`src/rtl/hazard_scoreboard_if.sv`:
```
// D-stage hazard bundle: decoder-side operand/producer info in, stall/forward/MDU status out.
// Combinational response within the cycle; the decoder holds D while stall is high.
interface hazard_scoreboard_if #(
   parameter int TW = 2,
   parameter int SW = 2
);
   logic          d_valid;
   logic [4:0]    d_rs;
   logic [4:0]    d_rt;
   logic [TW-1:0] d_tuse_rs;
   logic [TW-1:0] d_tuse_rt;
   logic [TW-1:0] d_tnew;
   logic [4:0]    d_dst;
   logic          d_md_start;
   logic          d_md_div;
   logic          d_md_use;
   logic          flush;
   logic          stall;
   logic [SW-1:0] fwd_rs_sel;
   logic [SW-1:0] fwd_rt_sel;
   logic          md_busy;

   modport master (
      output d_valid, d_rs, d_rt, d_tuse_rs, d_tuse_rt, d_tnew, d_dst,
             d_md_start, d_md_div, d_md_use, flush,
      input  stall, fwd_rs_sel, fwd_rt_sel, md_busy
   );

   modport slave (
      input  d_valid, d_rs, d_rt, d_tuse_rs, d_tuse_rt, d_tnew, d_dst,
             d_md_start, d_md_div, d_md_use, flush,
      output stall, fwd_rs_sel, fwd_rt_sel, md_busy
   );
endinterface

```
`src/rtl/hazard_scoreboard.sv`:
```
// Tuse/Tnew stall and forward controller plus MDU busy counter; stall/forward are same-cycle combinational.
// Stages after D never stall: slots advance every cycle, a stalled D injects a bubble into slot 1.
module hazard_scoreboard #(
   parameter int STAGES      = 3,
   parameter int TW          = 2,
   parameter int MULT_CYCLES = 5,
   parameter int DIV_CYCLES  = 10,
   parameter int SW          = $clog2(STAGES + 1)
) (
   input logic                clk,
   input logic                reset,
   hazard_scoreboard_if.slave bus
);

   typedef struct packed {
      logic          valid;
      logic [4:0]    dst;
      logic [TW-1:0] tnew;
   } slot_t;

   typedef struct packed {
      logic          hit;
      logic [SW-1:0] stage;
      logic [TW-1:0] tnew;
   } match_t;

   slot_t      slot [1:STAGES];
   logic [7:0] md_cnt;

   match_t m_rs;
   match_t m_rt;
   logic   rs_stall;
   logic   rt_stall;
   logic   md_stall;
   logic   accept;

   // Scanning oldest to youngest lets the youngest producer win.
   function automatic match_t lookup(input logic [4:0] src);
      match_t m;
      m = '0;
      for (int k = STAGES; k >= 1; k--) begin
         if (src != 5'd0 && slot[k].valid && slot[k].dst == src) begin
            m.hit   = 1'b1;
            m.stage = SW'(k);
            m.tnew  = slot[k].tnew;
         end
      end
      return m;
   endfunction

   function automatic logic [TW-1:0] sat_dec(input logic [TW-1:0] t);
      return (t == '0) ? '0 : t - TW'(1);
   endfunction

   always_comb begin
      m_rs = lookup(bus.d_rs);
      m_rt = lookup(bus.d_rt);
   end

   assign rs_stall = m_rs.hit && (bus.d_tuse_rs != '1) && (m_rs.tnew > bus.d_tuse_rs);
   assign rt_stall = m_rt.hit && (bus.d_tuse_rt != '1) && (m_rt.tnew > bus.d_tuse_rt);
   assign md_stall = bus.d_valid && bus.d_md_use && bus.md_busy;

   assign bus.stall      = bus.d_valid && (rs_stall || rt_stall || md_stall);
   assign bus.fwd_rs_sel = (m_rs.hit && m_rs.tnew == '0) ? m_rs.stage : '0;
   assign bus.fwd_rt_sel = (m_rt.hit && m_rt.tnew == '0) ? m_rt.stage : '0;
   assign bus.md_busy    = (md_cnt != 8'd0);

   assign accept = bus.d_valid && !bus.stall && !bus.flush;

   always_ff @(posedge clk or negedge reset) begin
      if (!reset) begin
         for (int k = 1; k <= STAGES; k++) begin
            slot[k] <= '0;
         end
         md_cnt <= 8'd0;
      end else begin
         if (accept) begin
            slot[1] <= slot_t'{valid: 1'b1, dst: bus.d_dst, tnew: bus.d_tnew};
         end else begin
            slot[1] <= '0;
         end

         for (int k = 2; k <= STAGES; k++) begin
            if (bus.flush) begin
               slot[k] <= '0;
            end else begin
               slot[k].valid <= slot[k-1].valid;
               slot[k].dst   <= slot[k-1].dst;
               slot[k].tnew  <= sat_dec(slot[k-1].tnew);
            end
         end

         // An MD operation already issued keeps counting through a flush.
         if (accept && bus.d_md_start) begin
            md_cnt <= bus.d_md_div ? 8'(DIV_CYCLES) : 8'(MULT_CYCLES);
         end else if (md_cnt != 8'd0) begin
            md_cnt <= md_cnt - 8'd1;
         end
      end
   end

endmodule

```
`src/flat_wrapper.sv`:
```
// flat-port wrapper written by rule: the top's interface ports become plain ports
module hazard_scoreboard_flat 
#(
   parameter int STAGES      = 3,
   parameter int TW          = 2,
   parameter int MULT_CYCLES = 5,
   parameter int DIV_CYCLES  = 10,
   parameter int SW          = $clog2(STAGES + 1)
)
  (clk, reset, bus_d_valid, bus_d_rs, bus_d_rt, bus_d_tuse_rs, bus_d_tuse_rt, bus_d_tnew, bus_d_dst, bus_d_md_start, bus_d_md_div, bus_d_md_use, bus_flush, bus_stall, bus_fwd_rs_sel, bus_fwd_rt_sel, bus_md_busy);
  hazard_scoreboard_if #(.TW(TW), .SW(SW)) bus_i ();
  input logic clk;
  input logic reset;
  input wire logic [$bits(bus_i.d_valid)-1:0] bus_d_valid;
  input wire logic [$bits(bus_i.d_rs)-1:0] bus_d_rs;
  input wire logic [$bits(bus_i.d_rt)-1:0] bus_d_rt;
  input wire logic [$bits(bus_i.d_tuse_rs)-1:0] bus_d_tuse_rs;
  input wire logic [$bits(bus_i.d_tuse_rt)-1:0] bus_d_tuse_rt;
  input wire logic [$bits(bus_i.d_tnew)-1:0] bus_d_tnew;
  input wire logic [$bits(bus_i.d_dst)-1:0] bus_d_dst;
  input wire logic [$bits(bus_i.d_md_start)-1:0] bus_d_md_start;
  input wire logic [$bits(bus_i.d_md_div)-1:0] bus_d_md_div;
  input wire logic [$bits(bus_i.d_md_use)-1:0] bus_d_md_use;
  input wire logic [$bits(bus_i.flush)-1:0] bus_flush;
  output wire logic [$bits(bus_i.stall)-1:0] bus_stall;
  output wire logic [$bits(bus_i.fwd_rs_sel)-1:0] bus_fwd_rs_sel;
  output wire logic [$bits(bus_i.fwd_rt_sel)-1:0] bus_fwd_rt_sel;
  output wire logic [$bits(bus_i.md_busy)-1:0] bus_md_busy;
  assign bus_i.d_valid = bus_d_valid;
  assign bus_i.d_rs = bus_d_rs;
  assign bus_i.d_rt = bus_d_rt;
  assign bus_i.d_tuse_rs = bus_d_tuse_rs;
  assign bus_i.d_tuse_rt = bus_d_tuse_rt;
  assign bus_i.d_tnew = bus_d_tnew;
  assign bus_i.d_dst = bus_d_dst;
  assign bus_i.d_md_start = bus_d_md_start;
  assign bus_i.d_md_div = bus_d_md_div;
  assign bus_i.d_md_use = bus_d_md_use;
  assign bus_i.flush = bus_flush;
  assign bus_stall = bus_i.stall;
  assign bus_fwd_rs_sel = bus_i.fwd_rs_sel;
  assign bus_fwd_rt_sel = bus_i.fwd_rt_sel;
  assign bus_md_busy = bus_i.md_busy;
  hazard_scoreboard #(.STAGES(STAGES), .TW(TW), .MULT_CYCLES(MULT_CYCLES), .DIV_CYCLES(DIV_CYCLES), .SW(SW)) u_core (.clk(clk), .reset(reset), .bus(bus_i));
endmodule
```
`config.mk`:
```
export PLATFORM = sky130hd
export DESIGN_NAME = hazard_scoreboard_flat
export DESIGN_NICKNAME = d
export VERILOG_FILES = /design/src/rtl/hazard_scoreboard_if.sv /design/src/rtl/hazard_scoreboard.sv /design/src/flat_wrapper.sv
export SDC_FILE = /design/constraint.sdc
export NUM_CORES = 1
export LEC_CHECK = 0
export CAP_MARGIN = 20
export CORE_ASPECT_RATIO = 0.9
export CORE_MARGIN = 5
export CORE_UTILIZATION = 33
export CTS_CLUSTER_DIAMETER = 80
export DETAILED_ROUTE_END_ITERATION = 8
export GPL_TIMING_DRIVEN = 1
export PLACE_DENSITY_LB_ADDON = 0.3
export SYNTH_ARGS = -nofsm -noshare
export SYNTH_HDL_FRONTEND = slang
export SYNTH_SLANG_ARGS = --single-unit
```
`constraint.sdc`:
```
create_clock -name clk -period 4.5 [get_ports clk]
set_input_delay 0.9 -clock clk [delete_from_list [all_inputs] [get_ports clk]]
set_output_delay 0.9 -clock clk [all_outputs]
set_load 0.005 [all_outputs]
```
== Word-level counts from Yosys, hierarchy flattened ==
Index checks and enable logic that the tools add are counted.

* Register bits after elaboration: 32
* Input bits: 28
* Output and inout bits: 6
* Word-level logic and storage cells: 75

* Add/sub/neg operators: 3
* Magnitude comparators: 2
* Equality and inequality tests: 8
* Muxes and demuxes: 16
* Reduce and logical (&&, ||, !) cells: 36

{| class="wikitable"
|+ Operator list
! operator !! count
|-
| two-way mux 8 bit || 5
|-
| equality test 5 bit || 6
|-
| two-way mux 5 bit || 6
|-
| logical AND 1 bit || 24
|-
| nonzero test 5 bit || 2
|-
| zero test 2 bit || 4
|-
| two-way mux 2 bit || 4
|-
| nonzero test 8 bit || 1
|-
| subtractor 8 x 1 -> 8 bit, second input constant || 1
|-
| > comparator 2 bit || 2
|-
| two-way mux 4 bit || 1
|-
| inequality test 2 bit, second input constant || 2
|-
| subtractor 2 x 1 -> 2 bit, second input constant || 2
|-
| zero test 1 bit || 2
|-
| logical OR 1 bit || 2
|-
| nonzero test 2 bit || 1
|}

== Longest topological paths before layout ==
Gate-level depths: netlist of the first run.

* Depth in word-level cells: 16
* Gate-level depth with buffers: 13
* Mapped depth without buffers: 13

== Worst setup path before layout of the first run ==
Ideal clock, no wire load.

* Kind: input-to-output
* Start: input port bus_d_rs[2]
* End: output port bus_stall
* Arrival time: 3016 ps
* Required time: 3600 ps
* Path slack: 584 ps
* Stages on the path: 10
* Buffers on the path: 0
* Cell sequence: or4_4 -> nor2_4 -> or3_1 -> mux2i_1 -> o21ai_1 -> ha_1 -> a21oi_1 -> a221oi_1 -> o31a_1 -> o31a_1

* Cells in the longest elaborated chain, start to end: 11
* Elaborated cells on any way between the ends: 19
* Classes of those cells: order compare (1); eq/ne (3); mux (3); reduce/logical (12)

{| class="wikitable"
|+ Ends and longest elaborated chain
! what !! RTL line !! RTL
|-
| start: declaration || flat_wrapper.sv:15 || <nowiki>input wire logic [$bits(bus_i.d_rs)-1:0] bus_d_rs;</nowiki>
|-
| nonzero test 5 bit || hazard_scoreboard.sv:42 || <nowiki>if (src != 5'd0 && slot[k].valid && slot[k].dst == src) begin</nowiki>
|-
| logical AND 1 bit (2 in series) || hazard_scoreboard.sv:42 ||
|-
| two-way mux 5 bit (2 in series) || hazard_scoreboard.sv:42 ||
|-
| two-way mux 5 bit (*) || hazard_scoreboard.sv:42 ||
|-
| > comparator 2 bit or logical AND 1 bit (tied branches) || hazard_scoreboard.sv:60 || <nowiki>assign rs_stall = m_rs.hit && (bus.d_tuse_rs != '1) && (m_rs.tnew > bus.d_tuse_rs);</nowiki>
|-
| logical AND 1 bit (*) || hazard_scoreboard.sv:60 ||
|-
| logical OR 1 bit (*) (2 in series) || hazard_scoreboard.sv:64 || <nowiki>assign bus.stall = bus.d_valid && (rs_stall || rt_stall || md_stall);</nowiki>
|-
| logical AND 1 bit (*) || hazard_scoreboard.sv:64 ||
|-
| end: declaration || flat_wrapper.sv:25 || <nowiki>output wire logic [$bits(bus_i.stall)-1:0] bus_stall;</nowiki>
|}

Every way passes the cells marked *; elsewhere a longest branch is shown, timed or not.

== Final worst setup path of the first run ==
* Start: input port bus_d_rt[3]
* End: output port bus_stall

* Cells in the longest elaborated chain, start to end: 11
* Elaborated cells on any way between the ends: 19
* Classes of those cells: order compare (1); eq/ne (3); mux (3); reduce/logical (12)

{| class="wikitable"
|+ Ends and longest elaborated chain
! what !! RTL line !! RTL
|-
| start: declaration || flat_wrapper.sv:16 || <nowiki>input wire logic [$bits(bus_i.d_rt)-1:0] bus_d_rt;</nowiki>
|-
| nonzero test 5 bit || hazard_scoreboard.sv:42 ||
|-
| logical AND 1 bit (2 in series) || hazard_scoreboard.sv:42 ||
|-
| two-way mux 5 bit (2 in series) || hazard_scoreboard.sv:42 ||
|-
| two-way mux 5 bit (*) || hazard_scoreboard.sv:42 ||
|-
| > comparator 2 bit or logical AND 1 bit (tied branches) || hazard_scoreboard.sv:61 || <nowiki>assign rt_stall = m_rt.hit && (bus.d_tuse_rt != '1) && (m_rt.tnew > bus.d_tuse_rt);</nowiki>
|-
| logical AND 1 bit (*) || hazard_scoreboard.sv:61 ||
|-
| logical OR 1 bit (*) (2 in series) || hazard_scoreboard.sv:64 ||
|-
| logical AND 1 bit (*) || hazard_scoreboard.sv:64 ||
|}

Marks and branches as above.

==> metrics.txt, run 1 <==
# TYPE chip_impl_metric gauge
chip_impl_metric{name="htree_num_levels",unit=""} 2
chip_impl_metric{name="first_iter_violations",unit=""} 49
chip_impl_info{name="end_kind",value="primary output"} 1
chip_impl_metric{name="max_clock_freq",unit="MHz"} 231
chip_impl_info{name="synth_area_leader_cell",value="sky130_fd_sc_hd__dfrtp_1"} 1
chip_impl_metric{name="worst-r2r-setup-slack",unit="ns"} 1.24
chip_impl_metric{name="first_pass_iters",unit=""} 4
chip_impl_metric{name="place_congestion",unit=""} 0.749
chip_impl_metric{name="power.density_cell_area",unit="mW/mm²"} 306
chip_impl_info{name="run_status",value="completed"} 1
chip_impl_metric{name="antenna_violating_nets_left",unit=""} 0
chip_impl_metric{name="finalMaxSlewViolations",unit=""} 0
chip_impl_metric{name="grt_pass1_wl",unit="µm"} 7820
chip_impl_metric{name="detailroute.via_count",unit=""} 1623
chip_impl_metric{name="tightestPinTransition",unit="ns"} 0.626
chip_impl_metric{name="synth-seq-area-share",unit="%"} 41.5
chip_impl_metric{name="finalInstanceArea",unit="mm²"} 0.00285
chip_impl_metric{name="synthesis.nets",unit=""} 220
chip_impl_metric{name="finalHoldViolCount",unit=""} 0
chip_impl_metric{name="design.die.area",unit="mm²"} 0.00748
chip_impl_metric{name="placed_area",unit="mm²"} 0.00252
chip_impl_metric{name="cts.sink_count",unit=""} 32
chip_impl_metric{name="placed_cells_incl_taps",unit=""} 313
chip_impl_metric{name="netlist-cell-type-count",unit=""} 37
chip_impl_metric{name="synth_warnings",unit=""} 0
chip_impl_info{name="cts-root-buf",value="sky130_fd_sc_hd__clkbuf_8"} 1
chip_impl_metric{name="row_count",unit=""} 26
chip_impl_metric{name="io_buffer_count",unit=""} 33
chip_impl_metric{name="grt_antenna_before_repair",unit=""} 0
chip_impl_metric{name="maxCapViolations",unit=""} 0
chip_impl_metric{name="floorplan.die.height",unit="µm"} 82.6
chip_impl_metric{name="design.portCount",unit=""} 34
chip_impl_metric{name="dpl_worst_slack",unit="ns"} -0.555
chip_impl_metric{name="period_share",unit="%"} 96.1
chip_impl_metric{name="synth.top_cell.area_share",unit="%"} 41.5
chip_impl_metric{name="detailed_place_hpwl",unit="µm"} 3420
chip_impl_metric{name="fp.coreArea",unit="mm²"} 0.00569
chip_impl_metric{name="start_util",unit="%"} 33.9
chip_impl_metric{name="vdd.ir_drop.worst",unit="µV"} 205
chip_impl_info{name="worst_r2r_startpoint",value="u_core.slot[20]"} 1
chip_impl_metric{name="synth_enable_flop_cells",unit=""} 0
chip_impl_info{name="timing.critical_path.slowest_stage_cell",value="sky130_fd_sc_hd__or4_4"} 1
chip_impl_metric{name="fin_nets",unit=""} 296
chip_impl_info{name="hold_path.class",value="flop to flop"} 1
chip_impl_metric{name="cts-hold-fix-buffers",unit=""} 0
chip_impl_metric{name="hold_path_depth",unit=""} 1
chip_impl_metric{name="r2r.worst_path.cells",unit=""} 14
chip_impl_info{name="crit_chain",value="dlygate4sd2_1, or4_4, nor2_4, nor4_4, nand3b_1, a31oi_2, ha_1, a21oi_2, a221oi_2, o31a_1, o31a_1, clkdlybuf4s15_2"} 1
chip_impl_metric{name="syn-mean-instance-area",unit="µm²"} 10.3
chip_impl_info{name="origin_of_the_worst_min_delay_path",value="u_core.slot[8]"} 1
chip_impl_metric{name="netlist_instances",unit=""} 187
chip_impl_info{name="yosys_most_used_dff",value="sky130_fd_sc_hd__dfrtp_1"} 1
chip_impl_info{name="yosys-top-cells-area",value="sky130_fd_sc_hd__dfrtp_1 (41%), sky130_fd_sc_hd__xnor2_1 (11%), sky130_fd_sc_hd__nor2b_1 (4.5%), sky130_fd_sc_hd__mux2i_1 (3.6%), sky130_fd_sc_hd__xor2_1 (3.6%)"} 1
chip_impl_metric{name="layout-area-overhead-vs-synth",unit="%"} 47.8
chip_impl_info{name="worst_hold_path.endpoint",value="u_core.slot[0]"} 1
chip_impl_metric{name="delay_contributed_by_the_slowest_stage_of_the_critical_path",unit="ns"} 0.55
chip_impl_metric{name="mappedNetlistArea",unit="mm²"} 0.00193
chip_impl_metric{name="viasPerCell",unit=""} 4.86
chip_impl_metric{name="cts_max_path_buffers",unit=""} 2
chip_impl_metric{name="worst_setup_hold_path_clk_slew",unit="ns"} 0.07
chip_impl_info{name="path_class",value="input pin to primary output"} 1
chip_impl_metric{name="dieWidth",unit="µm"} 90.6
chip_impl_metric{name="cp_data_arrival_time",unit="ns"} 3.43
chip_impl_metric{name="overflow",unit=""} 0
chip_impl_info{name="layout_common_cells",value="sky130_fd_sc_hd__buf_4 (34), sky130_fd_sc_hd__dfrtp_1 (32), sky130_fd_sc_hd__xnor2_1 (21), sky130_fd_sc_hd__clkdlybuf4s50_1 (21), sky130_fd_sc_hd__nor2b_1 (14)"} 1
chip_impl_metric{name="timing.critical_path.required",unit="ns"} 3.60
chip_impl_metric{name="numCtsBuffers",unit=""} 5
chip_impl_info{name="cts_tree",value="built"} 1
chip_impl_metric{name="detail_route.drc_violations",unit=""} 0
chip_impl_metric{name="final_critical_path_setup_slack",unit="ns"} 0.174
chip_impl_info{name="crit_top_cell",value="sky130_fd_sc_hd__o31a_1"} 1
chip_impl_info{name="final_common_cell",value="sky130_fd_sc_hd__buf_4"} 1
chip_impl_metric{name="groute.usage.overall",unit="%"} 13.0
chip_impl_metric{name="grt_start_max_net_pins",unit=""} 33
chip_impl_metric{name="worstSkewPairLatency",unit="ns"} 0.28
chip_impl_metric{name="routed_wirelength",unit="µm"} 4740
chip_impl_metric{name="routed_len_inst",unit="µm"} 14.2
chip_impl_metric{name="insertedDiodeCount",unit=""} 0
chip_impl_metric{name="post_synthesis_sequential_element_count",unit=""} 32
chip_impl_metric{name="async_reset_ff_share",unit="%"} 100
chip_impl_metric{name="report.final.setup_viol",unit=""} 0
chip_impl_info{name="setup_repair_after_global_routing_missed_its_margin",value="no"} 1
chip_impl_metric{name="p_leak",unit="nW"} 1.25
chip_impl_metric{name="drive_gt1_share",unit="%"} 29.2
chip_impl_metric{name="setup_skew_after_layout",unit="ns"} 0.00585
chip_impl_metric{name="post-route-min-period",unit="ns"} 4.33
chip_impl_metric{name="first_global_vias",unit=""} 1725
chip_impl_metric{name="max-slew-margin-rel",unit="%"} 57.9
chip_impl_info{name="r2r_end",value="u_core.md_cnt[0]"} 1
chip_impl_metric{name="final_non_filler_cells",unit=""} 334
chip_impl_metric{name="crit_fanout",unit=""} 4
chip_impl_info{name="cp-start-kind",value="input pin"} 1
==> registers in the layout, summed over array words and instances (netlist names) <==
signal	count
u_core.md_cnt	8
u_core.slot	24
==> layout make-up <==
cell class / count / area (µm²)
clock buffers: 6 / 72.6
clock inverters: 2 / 35.0
fillers: 516 / 2840
inverters: 10 / 37.5
multi-input cells: 144 / 1220
flip-flops and latches: 32 / 801
well taps: 70 / 87.6
repair buffers: 70 / 603
==> metal layers <==
layer  share of wire [%]  wire (µm)  track usage (%)  up-vias
met2                  49       2320             22.9       29
met5                   0          0                0        -
met4                0.89         42             4.02        0
met3                 3.3        154             3.08        8
met1                  47       2210             15.9      775
li1                    -          -                -      811
==> stage by stage <==
stage | util [%] | total power, mW | hold slack (ns) | setup TNS, ns
detailed placement | 44.4 | 0.605 | 0.479 | -0.555
finish | 50.1 | 0.874 | 0.484 | 0
CTS | 49.0 | 0.881 | 0.486 | 0
global route | 50.1 | 0.927 | 0.520 | 0
floorplan | - | 0.521 | 0.445 | 0
global placement | 44.4 | 0.599 | 0.480 | -0.539
==> cell families (layout without fill, tap and decap cells) <==
logic type	Yosys count	in the layout	synth area share, %
muxes	9	9	5.18
xor gates and xnor gates	33	33	15.0
AOI/OAI and AO/OA	18	18	5.96
buffers and inverters	11	88	2.14
DFF	32	32	41.5
adders and majority gates	5	5	3.24
and+or+nand+nor	79	79	27.0
==> Yosys cell counts, drive strengths merged (5+ instances only) <==
cell type and n:
inv 9, mux2i 7, xor2 8, xnor2 25, a21oi 5, and2 7, ha 5, nand2 9
nor2b 14, dfrtp 32, nor4 8, nand4 6, nor3 7, o21ai 5, nor2 9
==> what timing repair did <==
action                                 4_1_cts  5_1_grt
gates cloned                                 0        0
setup endpoints to repair                    1        2
buffers inserted                            12        1
endpoints found under the hold margin        0        0
pin swaps                                   11        8
resized for setup                           24       21
==> worst max-delay path by stage <==
stage	start	endpoint	slack (ns)	cells past startpoint
global route	bus_d_rt[0]	bus_stall	0.04	12
global placement	bus_d_rs[4]	bus_stall	-0.54	11
finish	bus_d_rt[3]	bus_stall	0.17	12
CTS	bus_d_rs[3]	bus_stall	0.004	12
detailed placement	bus_d_rs[1]	bus_stall	-0.55	10
floorplan	bus_d_rs[2]	bus_stall	0.58	10
==> critical path: cells and delay by family <==
family / cells / cell delay (ns)
buffers and inverters: 2 / 0.45
AO/OA/AOI/OAI: 5 / 0.74
adder cells (fa/ha/maj): 1 / 0.29
AND/OR/NAND/NOR: 4 / 1.04
==> report_power, final <==
part           switching, mW  internal, mW  total (mW)
Clock                  0.101         0.164       0.265
Sequential            0.0456         0.330       0.376
Combinational          0.100         0.132       0.232
Power figures use the tool's default switching activity.
==> run 2, diff against run 1 <==
--- a/config.mk
+++ b/config.mk
@@ -8,11 +8,13 @@
 export CAP_MARGIN = 20
 export CORE_ASPECT_RATIO = 0.9
 export CORE_MARGIN = 5
-export CORE_UTILIZATION = 33
+export CORE_UTILIZATION = 54
+export CTS_BUF_LIST = sky130_fd_sc_hd__clkbuf_8
 export CTS_CLUSTER_DIAMETER = 80
 export DETAILED_ROUTE_END_ITERATION = 8
 export GPL_TIMING_DRIVEN = 1
 export PLACE_DENSITY_LB_ADDON = 0.3
+export SLEW_MARGIN = 0
 export SYNTH_ARGS = -nofsm -noshare
 export SYNTH_HDL_FRONTEND = slang
 export SYNTH_SLANG_ARGS = --single-unit
==> run 2 against run 1 <==
Compared with the run above: worst setup slack hardly changed; maximum frequency about the same; final cell count shrank 11%; global-route usage is 7.9 points higher; largest power group unchanged; critical endpoint unchanged.
==> metrics.txt, run 2 (same netlist as run 1, synthesis figures left out) <==
# TYPE chip_impl_metric gauge
chip_impl_metric{name="first_iter_violations",unit=""} 59
chip_impl_metric{name="maxCapViolations",unit=""} 0
chip_impl_metric{name="insertedDiodeCount",unit=""} 0
chip_impl_metric{name="power",unit="mW"} 0.885
chip_impl_metric{name="report.final.setup_viol",unit=""} 0
chip_impl_metric{name="detailroute.via_count",unit=""} 1619
chip_impl_metric{name="design.die.area",unit="mm²"} 0.00487
chip_impl_metric{name="groute.usage.overall",unit="%"} 20.9
chip_impl_metric{name="grt_pass1_wl",unit="µm"} 7730
chip_impl_info{name="setup_repair_after_global_routing_missed_its_margin",value="no"} 1
chip_impl_metric{name="filler_cell_count",unit=""} 231
chip_impl_info{name="layout_common_cells",value="sky130_fd_sc_hd__dfrtp_1 (32), sky130_fd_sc_hd__xnor2_1 (24), sky130_fd_sc_hd__clkdlybuf4s50_1 (22)"} 1
chip_impl_metric{name="start_util",unit="%"} 56.7
chip_impl_metric{name="power.density_cell_area",unit="mW/mm²"} 328
chip_impl_metric{name="worst_setup_hold_path_clk_slew",unit="ns"} 0.07
chip_impl_info{name="cp_launch_point",value="bus_d_rt[3]"} 1
chip_impl_metric{name="fin_nets",unit=""} 284
chip_impl_metric{name="period_share",unit="%"} 96.1
chip_impl_metric{name="detailed_place_hpwl",unit="µm"} 3650
chip_impl_metric{name="cts-hold-fix-buffers",unit=""} 0
chip_impl_metric{name="io_buffer_count",unit=""} 33
chip_impl_metric{name="number_of_flip_flops_in_the_largest_register",unit=""} 24
chip_impl_metric{name="cts.sink_count",unit=""} 32
chip_impl_metric{name="max-slew-margin-rel",unit="%"} 59.8
chip_impl_metric{name="place_congestion",unit=""} 0.890
chip_impl_metric{name="placed_area",unit="mm²"} 0.00248
chip_impl_metric{name="tightestPinTransition",unit="ns"} 0.597
chip_impl_metric{name="routed_len_inst",unit="µm"} 15.6
chip_impl_info{name="end_kind",value="primary output"} 1
chip_impl_metric{name="floorplan.die.height",unit="µm"} 66.7
chip_impl_info{name="run_status",value="completed"} 1
chip_impl_metric{name="crit_fanout",unit=""} 4
chip_impl_metric{name="setup_skew_after_layout",unit="ns"} 0.00543
chip_impl_metric{name="overflow",unit=""} 0
chip_impl_metric{name="dieWidth",unit="µm"} 73.0
chip_impl_metric{name="numCtsBuffers",unit=""} 5
chip_impl_metric{name="routed_wirelength",unit="µm"} 4620
chip_impl_metric{name="design.portCount",unit=""} 34
chip_impl_metric{name="max_clock_freq",unit="MHz"} 231
chip_impl_metric{name="worstSkewPairLatency",unit="ns"} 0.28
chip_impl_info{name="worst_r2r_startpoint",value="u_core.slot[21]"} 1
chip_impl_info{name="cp-start-kind",value="input pin"} 1
chip_impl_metric{name="seq_area",unit="µm²"} 801
chip_impl_metric{name="viasPerCell",unit=""} 5.47
chip_impl_metric{name="antenna_violating_nets_left",unit=""} 0
chip_impl_metric{name="row_count",unit=""} 20
chip_impl_info{name="origin_of_the_worst_min_delay_path",value="u_core.slot[8]"} 1
chip_impl_info{name="hold_path.class",value="flop to flop"} 1
chip_impl_metric{name="cts_max_path_buffers",unit=""} 2
chip_impl_metric{name="fp.coreArea",unit="mm²"} 0.00340
chip_impl_metric{name="first_pass_iters",unit=""} 4
chip_impl_metric{name="post-route-min-period",unit="ns"} 4.33
chip_impl_info{name="path_class",value="input pin to primary output"} 1
chip_impl_metric{name="finalHoldViolCount",unit=""} 0
chip_impl_metric{name="layout-area-overhead-vs-synth",unit="%"} 39.7
chip_impl_info{name="cts_tree",value="built"} 1
chip_impl_info{name="cts-root-buf",value="sky130_fd_sc_hd__clkbuf_8"} 1
chip_impl_metric{name="first_global_vias",unit=""} 1705
chip_impl_metric{name="timing.critical_path.required",unit="ns"} 3.60
chip_impl_metric{name="htree_num_levels",unit=""} 2
chip_impl_metric{name="grt_start_max_net_pins",unit=""} 24
chip_impl_info{name="max_flop_register",value="u_core.slot"} 1
chip_impl_info{name="biggestRegsByFlops",value="u_core.slot x24, u_core.md_cnt x8"} 1
chip_impl_metric{name="drive_gt1_share",unit="%"} 21.8
chip_impl_metric{name="vdd.ir_drop.worst",unit="µV"} 296
chip_impl_metric{name="cp_data_arrival_time",unit="ns"} 3.43
chip_impl_metric{name="p_leak",unit="nW"} 1.16
chip_impl_info{name="final_common_cell",value="sky130_fd_sc_hd__dfrtp_1"} 1
chip_impl_metric{name="detail_route.drc_violations",unit=""} 0
chip_impl_metric{name="finalMaxSlewViolations",unit=""} 0
chip_impl_metric{name="multiInputGateArea",unit="mm²"} 0.00117
chip_impl_metric{name="finalInstanceArea",unit="mm²"} 0.00270
chip_impl_metric{name="grt_antenna_before_repair",unit=""} 0
==> run 2: cell types whose count changed in the layout (fill, tap and decap cells not counted), moves of 2 or more <==
cell                             before  now
sky130_fd_sc_hd__xnor2_1             21   24
sky130_fd_sc_hd__xnor2_2              4    1
sky130_fd_sc_hd__buf_4               34   20
sky130_fd_sc_hd__nor3_1               5    7
sky130_fd_sc_hd__clkbuf_2             4    1
sky130_fd_sc_hd__nor4b_2              1    3
sky130_fd_sc_hd__nor4b_1              2    0
sky130_fd_sc_hd__dlygate4sd2_1        4   10
sky130_fd_sc_hd__nor3_2               2    0
sky130_fd_sc_hd__dlymetal6s2s_1       3    0
==> run 2: area by class of cell <==
class,count,share of cell area (%)
Clock buffer,5,2.55
Clock inverter,3,1.44
Inverter,10,1.39
Multi-Input combinational cell,144,43.5
Sequential cell,32,29.7
Tap cell,44,2.04
Timing Repair Buffer,58,19.4
==> run 2: through the flow <==
stage / util, % / TNS [ns] / hold WS, ns / cells / setup slack, ns
5_1_grt: 79.3 / 0 / 0.518 / 296 / 0.0609
2_1_floorplan: - / 0 / 0.445 / 187 / 0.584
6_report: 79.3 / 0 / 0.517 / 296 / 0.174
3_5_place_dp: 72.8 / -0.652 / 0.499 / 285 / -0.600
3_3_place_gp: 72.8 / -0.371 / 0.475 / 285 / -0.371
4_1_cts: 78.1 / 0 / 0.506 / 294 / 0.00574
==> run 2: worst paths after layout <==
kind                                    endpoint  slack, ns  cells after the start
worst max-delay path                   bus_stall       0.17                     12
worst min-delay path              u_core.slot[0]       0.52                      1
worst max register to register  u_core.md_cnt[0]       1.18                     15
worst min register to register    u_core.slot[0]       0.52                      1
max in group asynchronous        u_core.slot[18]       3.12                      3
min in group asynchronous       u_core.md_cnt[2]       0.81                      1
==> run 2: repair_timing <==
item / in CTS / in global routing
buffers inserted: 1 / 1
gates cloned: 0 / 0
gates resized for setup: 25 / 6
setup endpoints to repair: 2 / 1
pin swaps: 11 / 11
==> run 2: layer usage <==
metal  routed length, µm  GRT usage [%]  vias up  share of wire, %
met5                   0              0        -                 0
met4                  56           6.22        0               1.2
met3                 181           3.62        6               3.9
met2                2310           36.3       34                50
met1                2070           26.4      788                45
li1                    -              -      791                 -
==> run 2: critical path: stages <==
cell and delay, ns:
sky130_fd_sc_hd__dlygate4sd2_1 0.25, sky130_fd_sc_hd__or4_4 0.55, sky130_fd_sc_hd__nor2_4 0.19, sky130_fd_sc_hd__nor4_4 0.09
sky130_fd_sc_hd__nand3b_1 0.18, sky130_fd_sc_hd__a31oi_2 0.21, sky130_fd_sc_hd__ha_1 0.29, sky130_fd_sc_hd__a21oi_2 0.15
sky130_fd_sc_hd__a221oi_2 0.04, sky130_fd_sc_hd__o31a_1 0.16, sky130_fd_sc_hd__o31a_1 0.31, sky130_fd_sc_hd__clkbuf_2 0.11
==> run 2: power breakdown <==
part	total, mW	internal [mW]	switching (mW)
logic	0.243	0.128	0.115
clock network	0.263	0.162	0.101
registers	0.379	0.330	0.0492
total	0.885	0.620	0.265
==> run 3, diff against run 2 <==
--- a/config.mk
+++ b/config.mk
@@ -7,12 +7,13 @@
 export LEC_CHECK = 0
 export CAP_MARGIN = 20
 export CORE_ASPECT_RATIO = 0.9
-export CORE_MARGIN = 5
+export CORE_MARGIN = 1
 export CORE_UTILIZATION = 54
 export CTS_BUF_LIST = sky130_fd_sc_hd__clkbuf_8
 export CTS_CLUSTER_DIAMETER = 80
 export DETAILED_ROUTE_END_ITERATION = 8
 export GPL_TIMING_DRIVEN = 1
+export HOLD_SLACK_MARGIN = 0.12
 export PLACE_DENSITY_LB_ADDON = 0.3
 export SLEW_MARGIN = 0
 export SYNTH_ARGS = -nofsm -noshare
==> run 3 against run 2 <==
Compared with the run above: non-clock buffer count is 11 higher; clock skew about the same; final area up 6.2%; critical endpoint unchanged; largest power group unchanged.
==> metrics.txt, run 3 (same netlist as run 1, synthesis figures left out) <==
# TYPE chip_impl_metric gauge
chip_impl_info{name="run_status",value="completed"} 1
chip_impl_metric{name="p_leak",unit="nW"} 1.22
chip_impl_info{name="timing.critical_path.slowest_stage_cell",value="sky130_fd_sc_hd__nor4_4"} 1
chip_impl_metric{name="report.final.setup_viol",unit=""} 0
chip_impl_metric{name="io_buffer_count",unit=""} 33
chip_impl_metric{name="vdd.ir_drop.worst",unit="µV"} 413
chip_impl_metric{name="cts_max_path_buffers",unit=""} 2
chip_impl_metric{name="detail_route.drc_violations",unit=""} 0
chip_impl_metric{name="grt_start_max_net_pins",unit=""} 33
chip_impl_metric{name="htree_num_levels",unit=""} 2
chip_impl_metric{name="layout-area-overhead-vs-synth",unit="%"} 48.3
chip_impl_metric{name="post-route-min-period",unit="ns"} 4.38
chip_impl_metric{name="filler_cell_count",unit=""} 196
chip_impl_metric{name="power.density_cell_area",unit="mW/mm²"} 323
chip_impl_metric{name="final_critical_path_setup_slack",unit="ns"} 0.125
chip_impl_metric{name="drive_gt1_share",unit="%"} 29.3
chip_impl_metric{name="routed_len_inst",unit="µm"} 17.4
chip_impl_metric{name="overflow",unit=""} 0
chip_impl_metric{name="net-switching-power",unit="mW"} 0.268
chip_impl_metric{name="start_util",unit="%"} 56.7
chip_impl_metric{name="critical_path.n_buffers_inverters",unit=""} 5
chip_impl_metric{name="multiInputGateArea",unit="mm²"} 0.00125
chip_impl_metric{name="finalHoldViolCount",unit=""} 0
chip_impl_info{name="max_flop_register",value="u_core.slot"} 1
chip_impl_metric{name="row_count",unit=""} 20
chip_impl_metric{name="fin_nets",unit=""} 295
chip_impl_metric{name="tightestPinTransition",unit="ns"} 0.569
chip_impl_info{name="cp-start-kind",value="input pin"} 1
chip_impl_metric{name="net_switching_share_of_the_total_power",unit="%"} 29.0
chip_impl_info{name="crit_chain",value="dlygate4sd2_1, buf_4, xnor2_2, nand4_1, nor4_4, buf_4, nand2_1, o21ai_1, inv_1, ha_1, a221oi_2, o31a_1, o31a_1, clkbuf_2"} 1
chip_impl_info{name="final_common_cell",value="sky130_fd_sc_hd__buf_4"} 1
chip_impl_metric{name="floorplan.die.height",unit="µm"} 58.7
chip_impl_metric{name="design.die.area",unit="mm²"} 0.00382
chip_impl_metric{name="first_global_vias",unit=""} 1719
chip_impl_metric{name="grt_pass1_wl",unit="µm"} 8160
chip_impl_metric{name="max_clock_freq",unit="MHz"} 229
chip_impl_metric{name="worst_setup_hold_path_clk_slew",unit="ns"} 0.06
chip_impl_metric{name="power.share.clock",unit="%"} 31.6
chip_impl_metric{name="place_congestion",unit=""} 0.952
chip_impl_metric{name="number_of_flip_flops_in_the_largest_register",unit=""} 24
chip_impl_info{name="hold_path.class",value="flop to flop"} 1
chip_impl_metric{name="period_share",unit="%"} 97.2
chip_impl_metric{name="p_int",unit="mW"} 0.656
chip_impl_metric{name="viasPerCell",unit=""} 5.78
chip_impl_info{name="cts-root-buf",value="sky130_fd_sc_hd__clkbuf_8"} 1
chip_impl_metric{name="cp_data_arrival_time",unit="ns"} 3.48
chip_impl_metric{name="power",unit="mW"} 0.924
chip_impl_metric{name="pwr-share-seq",unit="%"} 41.1
chip_impl_info{name="timing.critical_path.max_delay_family",value="buffers and inverters"} 1
chip_impl_metric{name="routed_wirelength",unit="µm"} 5340
chip_impl_metric{name="first_iter_violations",unit=""} 122
chip_impl_info{name="cts_tree",value="built"} 1
chip_impl_metric{name="insertedDiodeCount",unit=""} 0
chip_impl_metric{name="holdWs",unit="ns"} 0.535
chip_impl_metric{name="cts.sink_count",unit=""} 32
chip_impl_metric{name="seq_area",unit="µm²"} 801
chip_impl_metric{name="dpl_worst_slack",unit="ns"} -0.518
chip_impl_info{name="end_kind",value="primary output"} 1
chip_impl_metric{name="placed_area",unit="mm²"} 0.00251
chip_impl_metric{name="grt_antenna_before_repair",unit=""} 0
chip_impl_metric{name="placed_cells_incl_taps",unit=""} 290
chip_impl_metric{name="maxCapViolations",unit=""} 0
chip_impl_metric{name="antenna_violating_nets_left",unit=""} 0
chip_impl_metric{name="final_non_filler_cells",unit=""} 307
chip_impl_metric{name="detailed_place_hpwl",unit="µm"} 3500
chip_impl_metric{name="detailroute.via_count",unit=""} 1773
chip_impl_metric{name="p_comb_share",unit="%"} 27.3
chip_impl_metric{name="crit_fanout",unit=""} 3
chip_impl_metric{name="dieWidth",unit="µm"} 65.0
chip_impl_metric{name="groute.usage.overall",unit="%"} 29.5
chip_impl_metric{name="fp.coreArea",unit="mm²"} 0.00340
chip_impl_metric{name="design.portCount",unit=""} 34
chip_impl_metric{name="finalInstanceArea",unit="mm²"} 0.00286
chip_impl_metric{name="first_pass_iters",unit=""} 4
chip_impl_metric{name="timing.critical_path.required",unit="ns"} 3.60
chip_impl_info{name="path_class",value="input pin to primary output"} 1
chip_impl_metric{name="cts-hold-fix-buffers",unit=""} 0
chip_impl_metric{name="worstSkewPairLatency",unit="ns"} 0.28
chip_impl_info{name="biggestRegsByFlops",value="u_core.slot x24, u_core.md_cnt x8"} 1
chip_impl_metric{name="max-slew-margin-rel",unit="%"} 61.9
chip_impl_info{name="layout_common_cells",value="sky130_fd_sc_hd__buf_4 (33), sky130_fd_sc_hd__dfrtp_1 (32), sky130_fd_sc_hd__clkdlybuf4s50_1 (22)"} 1
chip_impl_metric{name="setup_skew_after_layout",unit="ns"} 0.00499
chip_impl_metric{name="delay_contributed_by_the_slowest_stage_of_the_critical_path",unit="ns"} 0.43
chip_impl_metric{name="numCtsBuffers",unit=""} 5
chip_impl_metric{name="finalMaxSlewViolations",unit=""} 0
==> run 3: repair_timing <==
item	in CTS	in global routing
gates resized for setup	29	15
buffers inserted	4	5
pin swaps	13	12
setup endpoints to repair	1	1
cloned	0	0
==> run 3: metal layers <==
layer	share of wire, %	vias up	GRT usage [%]
li1	-	809	-
met5	0	-	0
met1	40	858	36.8
met4	2.8	0	10.2
met2	50	81	51.6
met3	6.6	25	5.43
==> run 3: power groups by stage <==
stage / Clock (mW) / Combinational, mW / Sequential [mW]
CTS: 0.296 / 0.245 / 0.378
detailed placement: 0 / 0.232 / 0.381
finish: 0.292 / 0.252 / 0.380
global placement: 0 / 0.215 / 0.375
floorplan: 0 / 0.152 / 0.369
global route: 0.309 / 0.278 / 0.383
==> run 3: cell type report <==
| type | count | area share, % |
|---|---|---|
| clock buffers | 7 | 3.36 |
| clock inverters | 1 | 1.05 |
| inverters | 10 | 1.31 |
| multi-input cells | 144 | 43.8 |
| flip-flops and latches | 32 | 28.0 |
| well taps | 44 | 1.92 |
| repair buffers | 69 | 20.6 |
==> run 3: worst reg2reg max path, stage by stage, from the launching register on <==
cell and delay (ns):
sky130_fd_sc_hd__dfrtp_1 0.44, sky130_fd_sc_hd__xnor2_2 0.21, sky130_fd_sc_hd__nand4_1 0.20, sky130_fd_sc_hd__nor4_4 0.43, sky130_fd_sc_hd__inv_2 0.09, sky130_fd_sc_hd__a31oi_2 0.22, sky130_fd_sc_hd__ha_4 0.25, sky130_fd_sc_hd__a21oi_2 0.15
sky130_fd_sc_hd__a221oi_2 0.05, sky130_fd_sc_hd__o31a_1 0.15, sky130_fd_sc_hd__buf_4 0.15, sky130_fd_sc_hd__buf_4 0.12, sky130_fd_sc_hd__buf_4 0.14, sky130_fd_sc_hd__nor4_4 0.37, sky130_fd_sc_hd__buf_4 0.23, sky130_fd_sc_hd__mux2i_1 0.20
==> run 3: path summary, 6_finish.rpt <==
| check | startpoint | to | slack, ns | cells past startpoint |
|---|---|---|---|---|
| setup / recovery | bus_d_rt[3] | bus_stall | 0.12 | 14 |
| hold / removal | u_core.slot[15] | u_core.slot[7] | 0.53 | 1 |
| setup reg to reg | u_core.slot[21] | u_core.md_cnt[2] | 1.02 | 15 |
| hold reg to reg | u_core.slot[15] | u_core.slot[7] | 0.53 | 1 |
| max in group asynchronous | reset | u_core.md_cnt[1] | 3.17 | 2 |
| min in group asynchronous | reset | u_core.slot[14] | 1.05 | 2 |
==> run 3: metrics by stage <==
stage	TNS, ns	util [%]
after global routing	-0.0352	84.2
final	0	84.2
after global placement	-0.341	73.9
after floorplan	0	-
after CTS	0	81.4
after detailed placement	-0.518	73.9
